**config.mk**
```make
export PLATFORM = sky130hd
export DESIGN_NAME = me_stage
export DESIGN_NICKNAME = d
export VERILOG_FILES = /design/src/rtl/me_pkg.sv /design/src/rtl/me_load_align.sv /design/src/rtl/me_stage.sv
export SDC_FILE = /design/constraint.sdc
export NUM_CORES = 1
export LEC_CHECK = 0
export BUFFER_PORTS_ARGS = -buffer_cell sky130_fd_sc_hd__buf_4
export CAP_MARGIN = 10
export CORE_ASPECT_RATIO = 0.5
export CORE_UTILIZATION = 35
export DETAILED_ROUTE_END_ITERATION = 6
export GPL_TIMING_DRIVEN = 0
export PLACE_DENSITY_LB_ADDON = 0.1
export SLEW_MARGIN = 20
export SYNTH_ARGS = -nofsm -noshare
export SYNTH_HDL_FRONTEND = slang
export SYNTH_SLANG_ARGS = --single-unit
```
**constraint.sdc**
```tcl
create_clock -name clk -period 2.05 [get_ports clk]
set_clock_uncertainty 0.1 [all_clocks]
set_input_delay 0.1025 -clock clk [delete_from_list [all_inputs] [get_ports clk]]
set_output_delay 0.1025 -clock clk [all_outputs]
set_load 0.01 [all_outputs]
```
**src/rtl/me_pkg.sv**
```systemverilog
// me_pkg: shared types and constants for the memory-access pipeline stage.
package me_pkg;
  typedef enum logic {IDLE, BUSY} state_e;
  localparam logic [1:0] SZ_BYTE = 2'b00;
  localparam logic [1:0] SZ_HALF = 2'b01;
  localparam logic [1:0] SZ_WORD = 2'b10;
  localparam int ACK_TIMEOUT_DEF = 16;
endpackage

```
**src/rtl/me_load_align.sv**
```systemverilog
// me_load_align: picks the addressed byte/half out of a read word and extends it.
module me_load_align
  import me_pkg::*;
(
  input  logic [31:0] rdata_i,
  input  logic [1:0]  addr_i,
  input  logic [1:0]  size_i,
  input  logic        unsigned_i,
  output logic [31:0] data_o
);
  logic [7:0]  b;
  logic [15:0] h;
  assign b = rdata_i[{addr_i, 3'b000} +: 8];
  assign h = rdata_i[{addr_i[1], 4'b0000} +: 16];
  assign data_o = size_i == SZ_BYTE ? {{24{~unsigned_i & b[7]}}, b}
                : size_i == SZ_HALF ? {{16{~unsigned_i & h[15]}}, h}
                : rdata_i;
endmodule

```
**src/rtl/me_stage.sv**
```systemverilog
// me_stage: memory stage issuing one data-bus access at a time, stalling the
// pipeline until ack, with misalignment and ack-timeout fault pulses.
module me_stage
  import me_pkg::*;
#(
  parameter int ACK_TIMEOUT = ACK_TIMEOUT_DEF
) (
  input  logic        clk,
  input  logic        rst_n,
  input  logic [31:0] val_out,
  input  logic        reg_w,
  input  logic        mem_r,
  input  logic        mem_w,
  input  logic [31:0] mem_addr,
  input  logic [31:0] mem_data,
  input  logic [1:0]  mem_size,
  input  logic        mem_unsigned,
  output logic        dmem_req,
  output logic        dmem_we,
  output logic [31:0] dmem_addr,
  output logic [3:0]  dmem_be,
  output logic [31:0] dmem_wdata,
  input  logic        dmem_ack,
  input  logic [31:0] dmem_rdata,
  output logic        stall,
  output logic [31:0] wb_val,
  output logic        wb_reg_w,
  output logic        misalign,
  output logic        bus_err
);
  localparam int CW = $clog2(ACK_TIMEOUT + 1);
  state_e      state_q, state_d;
  logic [CW-1:0] cnt_q, cnt_d;
  logic [31:0] addr_q, wdata_q, wdata_d, ld_data, wb_val_d;
  logic [3:0]  be_q, be_d;
  logic [1:0]  size_q, sz;
  logic        we_q, uns_q, access, aligned, start, stall_c;
  logic        wb_reg_w_d, misalign_d, bus_err_d;
  me_load_align u_align (
    .rdata_i    (dmem_rdata),
    .addr_i     (addr_q[1:0]),
    .size_i     (size_q),
    .unsigned_i (uns_q),
    .data_o     (ld_data)
  );
  assign sz      = mem_size == 2'b11 ? SZ_WORD : mem_size;
  assign access  = mem_r | mem_w;
  assign aligned = sz == SZ_BYTE || (sz == SZ_HALF ? !mem_addr[0] : mem_addr[1:0] == 2'b00);
  assign start   = state_q == IDLE && access && aligned;
  assign be_d    = sz == SZ_BYTE ? 4'b0001 << mem_addr[1:0] : sz == SZ_HALF ? (mem_addr[1] ? 4'b1100 : 4'b0011) : 4'b1111;
  assign wdata_d = sz == SZ_BYTE ? {4{mem_data[7:0]}} : sz == SZ_HALF ? {2{mem_data[15:0]}} : mem_data;
  always_comb begin
    state_d    = state_q;
    cnt_d      = cnt_q;
    wb_val_d   = wb_val;
    wb_reg_w_d = 1'b0;
    misalign_d = 1'b0;
    bus_err_d  = 1'b0;
    stall_c    = 1'b0;
    if (state_q == IDLE) begin
      wb_val_d   = val_out;
      wb_reg_w_d = reg_w && !access;
      misalign_d = access && !aligned;
      stall_c    = start;
      state_d    = start ? BUSY : IDLE;
      cnt_d      = '0;
    end else if (dmem_ack) begin
      state_d    = IDLE;
      wb_reg_w_d = reg_w && !we_q;
      wb_val_d   = we_q ? wb_val : ld_data;
    end else if (cnt_q == CW'(ACK_TIMEOUT - 1)) begin
      // give up: release the pipeline and flag the fault instead of writing back
      state_d   = IDLE;
      bus_err_d = 1'b1;
    end else begin
      cnt_d   = cnt_q + 1'b1;
      stall_c = 1'b1;
    end
  end
  always_ff @(posedge clk or negedge rst_n) begin
    if (!rst_n) begin
      state_q  <= IDLE;
      cnt_q    <= '0;
      addr_q   <= '0;
      wdata_q  <= '0;
      be_q     <= '0;
      size_q   <= '0;
      we_q     <= 1'b0;
      uns_q    <= 1'b0;
      wb_val   <= '0;
      wb_reg_w <= 1'b0;
      misalign <= 1'b0;
      bus_err  <= 1'b0;
    end else begin
      state_q  <= state_d;
      cnt_q    <= cnt_d;
      wb_val   <= wb_val_d;
      wb_reg_w <= wb_reg_w_d;
      misalign <= misalign_d;
      bus_err  <= bus_err_d;
      if (start) begin
        addr_q  <= mem_addr;
        wdata_q <= wdata_d;
        be_q    <= be_d;
        size_q  <= sz;
        we_q    <= mem_w;
        uns_q   <= mem_unsigned;
      end
    end
  end
  assign dmem_req   = state_q == BUSY;
  assign dmem_we    = dmem_req & we_q;
  assign dmem_addr  = dmem_req ? {addr_q[31:2], 2'b00} : '0;
  assign dmem_be    = dmem_req ? be_q : '0;
  assign dmem_wdata = dmem_req ? wdata_q : '0;
  assign stall      = rst_n & stall_c;
endmodule

```
==> results of run 1 <==
-- layer usage --
layer / vias up / track usage, % / routed length [µm]
met5: - / 0 / 0
met1: 3067 / 31.4 / 9610
met4: 0 / 7.71 / 274
li1: 3026 / - / -
met3: 23 / 5.88 / 1230
met2: 204 / 41.2 / 10000
-- Yosys cell counts (all sizes together) --
master | n | area (µm²)
nand2 | 190 | 713
dfrtp | 113 | 2830
and2 | 72 | 450
a21oi | 43 | 219
mux2i | 32 | 320
o21ai | 31 | 159
clkbuf | 27 | 101
o22ai | 25 | 156
nor2 | 24 | 92.6
buf | 23 | 168
inv | 10 | 37.5
nor2b | 10 | 62.6
a32oi | 8 | 70.1
a31oi | 7 | 43.8
mux2 | 7 | 78.8
o221ai | 7 | 61.3
nand2b | 4 | 25.0
a21o | 2 | 15.0
a221oi | 2 | 35.0
a22o | 2 | 17.5
a22oi | 2 | 15.0
and3 | 2 | 12.5
ha | 2 | 25.0
mux4 | 2 | 45.0
xnor2 | 2 | 17.5
xor2 | 2 | 17.5
a21boi | 1 | 7.51
a221o | 1 | 10.0
conb | 1 | 3.75
nand3b | 1 | 7.51
nand4 | 1 | 6.26
nor3 | 1 | 5.00
nor4b | 1 | 8.76
o211a | 1 | 10.0
o21bai | 1 | 11.3
o311ai | 1 | 8.76
or2 | 1 | 8.76
-- state kept, by name, summed over array words and instances, names as in the netlist --
register	cells
size_q	2
bus_err	1
wdata_q	32
we_q	1
be_q	4
wb_reg_w	1
cnt_q	5
wb_val	32
misalign	1
addr_q	32
uns_q	1
dmem_req	1
-- worst reg2reg max path, cell delays in order, from the launching register on --
cell	delay, ps
dfrtp_1	380
buf_6	140
o21bai_4	190
a221o_1	310
buf_4	140
buf_4	130
clkbuf_1	240
o21ai_0	220
-- worst max-delay path by stage --
| stage | startpoint | end | slack (ps) | cells after the start |
|---|---|---|---|---|
| 2_1_floorplan | cnt_q[0] | cnt_q[3] | 180 | 7 |
| 3_3_place_gp | dmem_req | dmem_wdata[14] | -20 | 5 |
| 3_5_place_dp | dmem_req | dmem_wdata[27] | -3 | 5 |
| 4_1_cts | dmem_req | stall | -50 | 7 |
| 5_1_grt | dmem_req | stall | -90 | 7 |
| 6_report | dmem_req | stall | -30 | 7 |
-- layout make-up --
type,count,area (µm²),area share (%)
clock buffers,17,425,4.25
plain buffers,50,293,2.93
multi-input cells,490,2780,27.8
inverters,10,37.5,0.375
flip-flops and latches,113,2830,28.3
well taps,227,284,2.84
clock inverters,15,135,1.35
repair buffers,382,3230,32.3
-- through the flow --
stage / hold WS (ps) / cell area (µm²) / instances / TNS, ps / total power [µW]
4_1_cts: 4.36 / 9940 / 1300 / -45.4 / 9040
3_3_place_gp: 194 / 7940 / 1127 / -18.6 / 5860
5_1_grt: 30.1 / 10000 / 1304 / -110 / 9550
6_report: 23.6 / 10000 / 1304 / -25.9 / 9030
3_5_place_dp: -51.8 / 7970 / 1128 / -4.78 / 5910
2_1_floorplan: -293 / 5880 / 663 / 0 / 4570
-- power by group through the flow --
stage | Clock (µW) | Sequential, µW | Combinational [µW]
after floorplan | 0 | 3130 | 1430
after global placement | 0 | 3110 | 2740
after detailed placement | 0 | 3140 | 2780
after CTS | 2890 | 3100 | 3040
after global routing | 3000 | 3170 | 3370
final | 2850 | 3110 | 3070
-- cells by family (layout without fill, tap and decap cells) --
family                     after synthesis  count (layout)  share of synthesized area, %
AOI/OAI and AO/OA                      134             134                          14.3
xor gates and xnor gates                 4               4                         0.596
adders and majority gates                2               2                         0.426
buffers and inverters                   60             474                          5.22
DFF                                    113             113                          48.1
muxes                                   41              41                          7.56
other                                    1               2                        0.0638
and+or+nand+nor                        307             307                          23.7
-- repair_timing --
| action | 4_1_cts | 5_1_grt |
|---|---|---|
| hold endpoints to repair | 218 | 0 |
| gates resized for setup | 10 | 19 |
| hold buffers | 133 | 0 |
| setup endpoints to repair | 68 | 73 |
| buffers inserted | 7 | 4 |
==> flow_summary.json, run 1 <==
{
  "arrival_ps": 1870,
  "worstHoldStart": "mem_addr[1]",
  "slowest_stage": "dfrtp_1",
  "syn-instance-count": 662,
  "yosysSeqAreaShare_pct": 48.1,
  "grt_start_max_net_pins": 74,
  "end_kind": "primary output",
  "pwr-share-comb_pct": 34.0,
  "start_util_pct": 35.8,
  "p_int_uw": 6000,
  "critical-path-max-stage-delay_ps": 380,
  "max-vdd-ir-drop_v": 0.000660,
  "grt_antenna_before_repair": 0,
  "wire_per_inst_um": 16.2,
  "syn2layout_area_growth_pct": 70.4,
  "critPathBufInv": 3,
  "drv_slew": 0,
  "viasPerCell": 4.85,
  "p_sw_uw": 3030,
  "vias": 6320,
  "synth_seq_cells": 113,
  "n_fill_cell": 1441,
  "cts_root_buf": "clkbuf_16",
  "diodes": 0,
  "layout_min_cycle_time_ps": 2080,
  "final_common_cell": "buf_4",
  "path_max_fanout": 7,
  "reg2reg_from": "dmem_req",
  "ios": 243,
  "drtIter0Drc": 332,
  "powerDensity_nw_per_um2": 902,
  "ant_nets": 0,
  "place_congestion": 0.863,
  "cts_buffers": 17,
  "fin_util_pct": 61.1,
  "port_buffers": 237,
  "tightestPinTransition_ps": 683,
  "post-place-ws_ps": -3.37,
  "max_slew_margin_pct": 54.5,
  "drc": 4,
  "finalHoldViolations": 0,
  "power_frac_seq_pct": 34.4,
  "tritoncts": "yes",
  "grt_use_total_pct": 24.6,
  "yosys_warnings": 0,
  "maxCapViolCount": 0,
  "worstHoldPathType": "in2reg",
  "core_area_um2": 16400,
  "gr-total-overflow": 0,
  "clk_pin_slew_ps": 60,
  "die_w_um": 185,
  "syn_area_per_cell_um2": 8.87,
  "die-height_um": 93.6,
  "cpMostUsedCell": "buf_6",
  "dr.pass1.iters": 7,
  "final_cell_mix": "buf_4, nand2_1, dlygate4sd3_1",
  "fin_ws_ps": -25.9,
  "hold_end": "misalign",
  "clock_latency_ps": 400,
  "netlist_area_um2": 5870,
  "fmax_ghz": 0.482,
  "setup_viol": 1,
  "worstSetupPathType": "reg2out",
  "grt_pass1_vias": 6231,
  "layout.nets": 1203,
  "startpoint_type": "register",
  "post-route-period-util_pct": 101,
  "violations": "DRC, setup timing",
  "synth_cell_types": 46,
  "holdPathStages": 4,
  "htreeDepth": 4,
  "drive_gt1_share_pct": 30.5,
  "die-area_um2": 17300,
  "p_clk_share_pct": 31.6,
  "required_ps": 1850,
  "r2r_cells": 7,
  "r2r-end": "wdata_q[10]",
  "rsz0062_at_grt": "true",
  "num_rows": 33,
  "cp_cell_sequence": "buf_6 -> o21bai_4 -> a221o_1 -> buf_6 -> o21ai_4 -> and2_4 -> buf_6",
  "grt_pass1_wl_um": 32500,
  "p_sw_share_pct": 33.6,
  "power.leakage_uw": 0.00492,
  "status": "finished with violations",
  "finalWirelength_um": 21200,
  "critPathTopFamily": "compound AO/OA/AOI/OAI gates",
  "dp_hpwl_um": 14600,
  "r2r_setup_slack_ps": 120,
  "clockBufferDepth": 2,
  "cts.sinks": 113
}
Power figures use the tool's default switching activity.
==> inputs of run 2 (changes only) <==
clock period = 1.9 ns   (was 2.05 ns; I/O delays follow)
==> run 2 against run 1 <==
The run ends with setup timing left. Flip-flop and latch count is the same. Via count grew 1.2%. Cell count grew 1.0%. Global-route usage grew 0.071 points. Combinational power grew 17%. Largest cell class unchanged. Final area grew 3.6%. Largest power group is now combinational cells. Register-to-register slack lost 60 ps. Count of clock-buffer cells in the layout is the same. Total power grew 11%.
==> flow_summary.json, run 2 (synthesized netlist as in run 1, its figures left out) <==
{
  "startpoint_type": "register",
  "dp_hpwl_um": 14600,
  "wl_met3_um": 1290,
  "cts_buffers": 17,
  "r2r-end": "wdata_q[23]",
  "finalHoldViolations": 0,
  "layout_min_cycle_time_ps": 2050,
  "final_common_cell": "buf_4",
  "cts_root_buf": "clkbuf_16",
  "ios": 243,
  "port_buffers": 237,
  "wire_per_inst_um": 16.3,
  "max-vdd-ir-drop_v": 0.000724,
  "clockBufferDepth": 2,
  "drv_slew": 0,
  "drc": 0,
  "violations": "setup timing",
  "wl_met1_um": 9720,
  "top_layer": "met4",
  "tritoncts": "yes",
  "viasPerCell": 4.86,
  "die_w_um": 185,
  "top_regs": "addr_q: 32 flops, wb_val: 32 flops, wdata_q: 32 flops",
  "start_util_pct": 35.8,
  "htreeDepth": 4,
  "fin_util_pct": 63.3,
  "clock_latency_ps": 410,
  "setup_viol": 31,
  "place_congestion": 0.863,
  "clk_pin_slew_ps": 60,
  "fin_ws_ps": -153,
  "fmax_ghz": 0.487,
  "dr.pass1.iters": 6,
  "worstSetupPathType": "reg2out",
  "grt_pass1_vias": 6254,
  "holdWs_ps": 28.5,
  "syn2layout_area_growth_pct": 76.5,
  "die-area_um2": 17300,
  "grt_start_max_net_pins": 74,
  "reg2reg_from": "dmem_req",
  "hold_end": "be_q[2]",
  "final_cell_mix": "buf_4, nand2_1, dlygate4sd3_1",
  "rsz0062_at_grt": "true",
  "ant_nets": 0,
  "path_max_fanout": 4,
  "post-route-period-util_pct": 108,
  "drive_gt1_share_pct": 33.2,
  "r2r_cells": 8,
  "holdPathStages": 4,
  "gr-total-overflow": 0,
  "maxCapViolCount": 0,
  "required_ps": 1700,
  "end_kind": "primary output",
  "cts.sinks": 113,
  "power.leakage_uw": 0.00509,
  "diodes": 0,
  "status": "finished with violations",
  "powerDensity_nw_per_um2": 967,
  "drtIter0Drc": 317,
  "arrival_ps": 1860,
  "num_rows": 33,
  "post-place-ws_ps": -146,
  "worstHoldPathType": "in2reg",
  "tightestPinTransition_ps": 681,
  "grt_antenna_before_repair": 0,
  "core_area_um2": 16400,
  "finalWirelength_um": 21500,
  "wl_met2_um": 10200,
  "grt_pass1_wl_um": 32600,
  "max_slew_margin_pct": 54.6,
  "layout.nets": 1216,
  "die-height_um": 93.6,
  "r2r_setup_slack_ps": 60,
  "grt_use_total_pct": 24.7,
  "worstHoldStart": "mem_addr[0]",
  "vias": 6395
}
-- run 2: final cells by class --
| type | count | area [µm²] |
|---|---|---|
| Fill cell | 1423 | 6020 |
| Timing Repair Buffer | 396 | 3410 |
| Sequential cell | 113 | 2830 |
| Multi-Input combinational cell | 490 | 2830 |
| Clock buffer | 17 | 425 |
| Buffer | 49 | 423 |
| Tap cell | 227 | 284 |
| Clock inverter | 15 | 135 |
| Inverter | 10 | 37.5 |
-- run 2: how the worst max path moves through the flow --
stage                     startpoint        endpoint  slack (ps)  depth (start not counted)
after CTS                   dmem_req           stall        -180                          7
final                       dmem_req           stall        -150                          7
after global routing        dmem_req           stall        -210                          7
after floorplan             cnt_q[0]        cnt_q[3]          30                          7
after detailed placement    dmem_req  dmem_wdata[27]        -150                          5
after global placement      dmem_req  dmem_wdata[14]        -160                          5
-- run 2: power breakdown --
group	internal, µW	switching [µW]
clock network	1810	1260
logic	1870	1700
registers	3010	361
total	6690	3330
-- run 2: timing repair --
| item | in CTS | in global routing |
|---|---|---|
| hold endpoints to repair | 219 | 0 |
| gates resized for setup | 39 | 68 |
| pin swaps | 0 | 1 |
| buffers inserted | 10 | 9 |
| cloned | 0 | 3 |
| hold buffers | 136 | 0 |
| setup endpoints to repair | 157 | 127 |
-- run 2: layer usage --
layer  track usage [%]  up-vias
li1                  -     3059
met1              31.4     3114
met2              41.4      202
met3              6.00       20
met4              7.44        0
met5                 0        -
-- run 2: through the flow --
stage	setup TNS [ps]	total power [µW]	std cells	instance area (µm²)
global route	-3730	10600	1317	10400
finish	-1930	10000	1317	10400
floorplan	0	4930	663	5880
CTS	-282	9870	1306	10100
global placement	-7430	6320	1127	7940
detailed placement	-8620	6380	1128	7970
-- run 2: critical path: stages, from the launching register on --
cell	delay [ps]
dfrtp_1	380
buf_6	130
o21bai_4	180
a221o_1	310
buf_6	150
o21ai_4	50
and2_4	150
buf_6	90
==> inputs of run 3 (changes only) <==
CORE_UTILIZATION = 30   (was 35)
PLACE_DENSITY = 0.57   (was unset)
PLACE_DENSITY_LB_ADDON = unset   (was 0.1)
==> run 3 against run 2 <==
The flow finishes with violations (hold timing, setup timing). Critical path depth is the same. Count of clock-buffer cells in the layout rose by 6. Sequential power barely moved. Register-to-register slack about the same. Combinational power is 3% lower. Largest power group unchanged. Global-route usage is 2.5 points lower. Non-clock buffer count down 11. Flip-flop and latch count unchanged.
==> flow_summary.json, run 3 (synthesized netlist as in run 1, its figures left out) <==
{
  "p_int_uw": 6650,
  "layout_min_cycle_time_ps": 2050,
  "power_frac_seq_pct": 34.2,
  "r2r_setup_slack_ps": 60,
  "critical-path-max-stage-delay_ps": 380,
  "final_cell_area_um2": 10200,
  "die-height_um": 101,
  "dp_hpwl_um": 15300,
  "drtIter0Drc": 273,
  "diodes": 0,
  "p_clk_share_pct": 30.5,
  "grt_start_max_net_pins": 60,
  "htreeDepth": 4,
  "post-route-period-util_pct": 108,
  "ant_nets": 0,
  "place_area_um2": 8010,
  "crit_start": "dmem_req",
  "status": "finished with violations",
  "end_kind": "primary output",
  "cts.sinks": 113,
  "rsz0062_at_grt": "true",
  "holdWs_ps": -439,
  "wire_per_inst_um": 16.7,
  "maxCapViolCount": 0,
  "wl_met2_um": 11100,
  "cts_root_buf": "clkbuf_16",
  "core_area_um2": 18800,
  "tns_ps": -145,
  "top_regs": "addr_q: 32 flops, wb_val: 32 flops, wdata_q: 32 flops",
  "ios": 243,
  "die-area_um2": 20200,
  "arrival_ps": 1850,
  "slowest_stage": "dfrtp_1",
  "viasPerCell": 4.74,
  "cp.depth": 7,
  "p_sw_uw": 3180,
  "powerDensity_nw_per_um2": 966,
  "grt_pass1_vias": 6539,
  "p_sw_share_pct": 32.3,
  "power.leakage_uw": 0.00500,
  "grt_pass1_wl_um": 34300,
  "max-vdd-ir-drop_v": 0.000666,
  "finalWirelength_um": 22300,
  "fmax_ghz": 0.489,
  "clockBufferDepth": 2,
  "top_layer": "met4",
  "path_max_fanout": 2,
  "port_buffers": 237,
  "layout.nets": 1205,
  "required_ps": 1700,
  "dr.pass1.iters": 5,
  "final_cell_mix": "buf_4, nand2_1, dlygate4sd3_1",
  "grt_antenna_before_repair": 0,
  "drive_gt1_share_pct": 31.8,
  "wl_met3_um": 963,
  "max_slew_margin_pct": 53.8,
  "cts_buffers": 17,
  "violations": "hold timing, setup timing",
  "critPathBufInv": 3,
  "critPathTopFamily": "compound AO/OA/AOI/OAI gates",
  "die_w_um": 200,
  "fin_ws_ps": -145,
  "worstHoldPathType": "in2async",
  "pwr-share-comb_pct": 35.3,
  "drv_slew": 0,
  "place_congestion": 0.819,
  "drc": 0,
  "syn2layout_area_growth_pct": 73.3,
  "crit_end": "stall",
  "hold_buffers": 132,
  "final_common_cell": "buf_4",
  "cpMostUsedCell": "buf_6",
  "setup_viol": 1,
  "tightestPinTransition_ps": 693,
  "vias": 6330,
  "clk_pin_slew_ps": 60,
  "start_util_pct": 31.3,
  "finalHoldViolations": 68,
  "gr-total-overflow": 0,
  "r2r_cells": 8,
  "worstSetupPathType": "reg2out",
  "reg2reg_from": "dmem_req",
  "grt_use_total_pct": 22.2,
  "cp_cell_sequence": "buf_6 -> o21bai_4 -> a221o_1 -> buf_6 -> o21ai_4 -> and2_4 -> buf_6",
  "r2r-end": "wdata_q[17]",
  "startpoint_type": "register",
  "num_rows": 35,
  "clock_latency_ps": 410,
  "wl_met1_um": 9880,
  "tritoncts": "yes"
}
==> run 3: changes by cell type in the layout (fill, tap and decap cells not counted), sizes merged <==
cell,change
buf,-6
clkinv,+1
clkbuf,+5
clkinvlp,-5
dlygate4sd3,-4
inv,-4
==> run 3: layer usage <==
metal / up-vias / global-route usage [%]
met1: 3101 / 28.3
met2: 170 / 38.6
met4: 0 / 6.17
li1: 3038 / -
met5: - / 0
met3: 21 / 3.95
==> run 3: what timing repair did <==
item / 4_1_cts / 5_1_grt
resized for setup: 34 / 50
endpoints found under the setup margin: 157 / 130
hold endpoints to repair: 163 / 58
buffers inserted: 10 / 6
==> run 3: worst register-to-register path, delay by kind of cell, from the launching register on <==
kind	cells	cell delay, ps
AO/OA/AOI/OAI	3	550
AND/OR/NAND/NOR	1	70
flip-flops	1	380
buffers and inverters	4	610
==> run 3: through the flow <==
stage,util (%),setup WS [ps],instances,hold slack (ps),total power (µW)
finish,54.2,-145,1336,-439,9830
global route,54.2,-210,1336,-385,10400
CTS,53.6,-179,1332,-413,9810
detailed placement,42.7,-279,1160,19.9,6400
global placement,42.5,-265,1159,188,6340
floorplan,-,26.5,663,-301,4930
==> run 3: how the worst min path moves through the flow <==
| stage | endpoint | slack [ps] | depth (start not counted) |
|---|---|---|---|
| floorplan | addr_q[0] | -300 | 0 |
| global placement | addr_q[2] | 190 | 3 |
| detailed placement | wdata_q[22] | 20 | 1 |
| CTS | wdata_q[22] | -410 | 1 |
| global route | wdata_q[22] | -380 | 1 |
| finish | wdata_q[22] | -440 | 1 |
==> run 3: layout make-up <==
class	count	area, µm²
timing repair buffer	386	3270
fill	1703	8610
inverter	10	37.5
sequential	113	2830
clock buffer	23	478
buffer	48	375
clock inverter	7	60.1
tap	259	324
multi-input combinational	490	2810
==> run 3: power groups by stage <==
stage | Combinational, µW | Clock, µW | Sequential [µW]
6_report | 3470 | 3000 | 3360
2_1_floorplan | 1550 | 0 | 3380
4_1_cts | 3400 | 3060 | 3340
3_3_place_gp | 2980 | 0 | 3360
3_5_place_dp | 3030 | 0 | 3370
5_1_grt | 3800 | 3170 | 3440
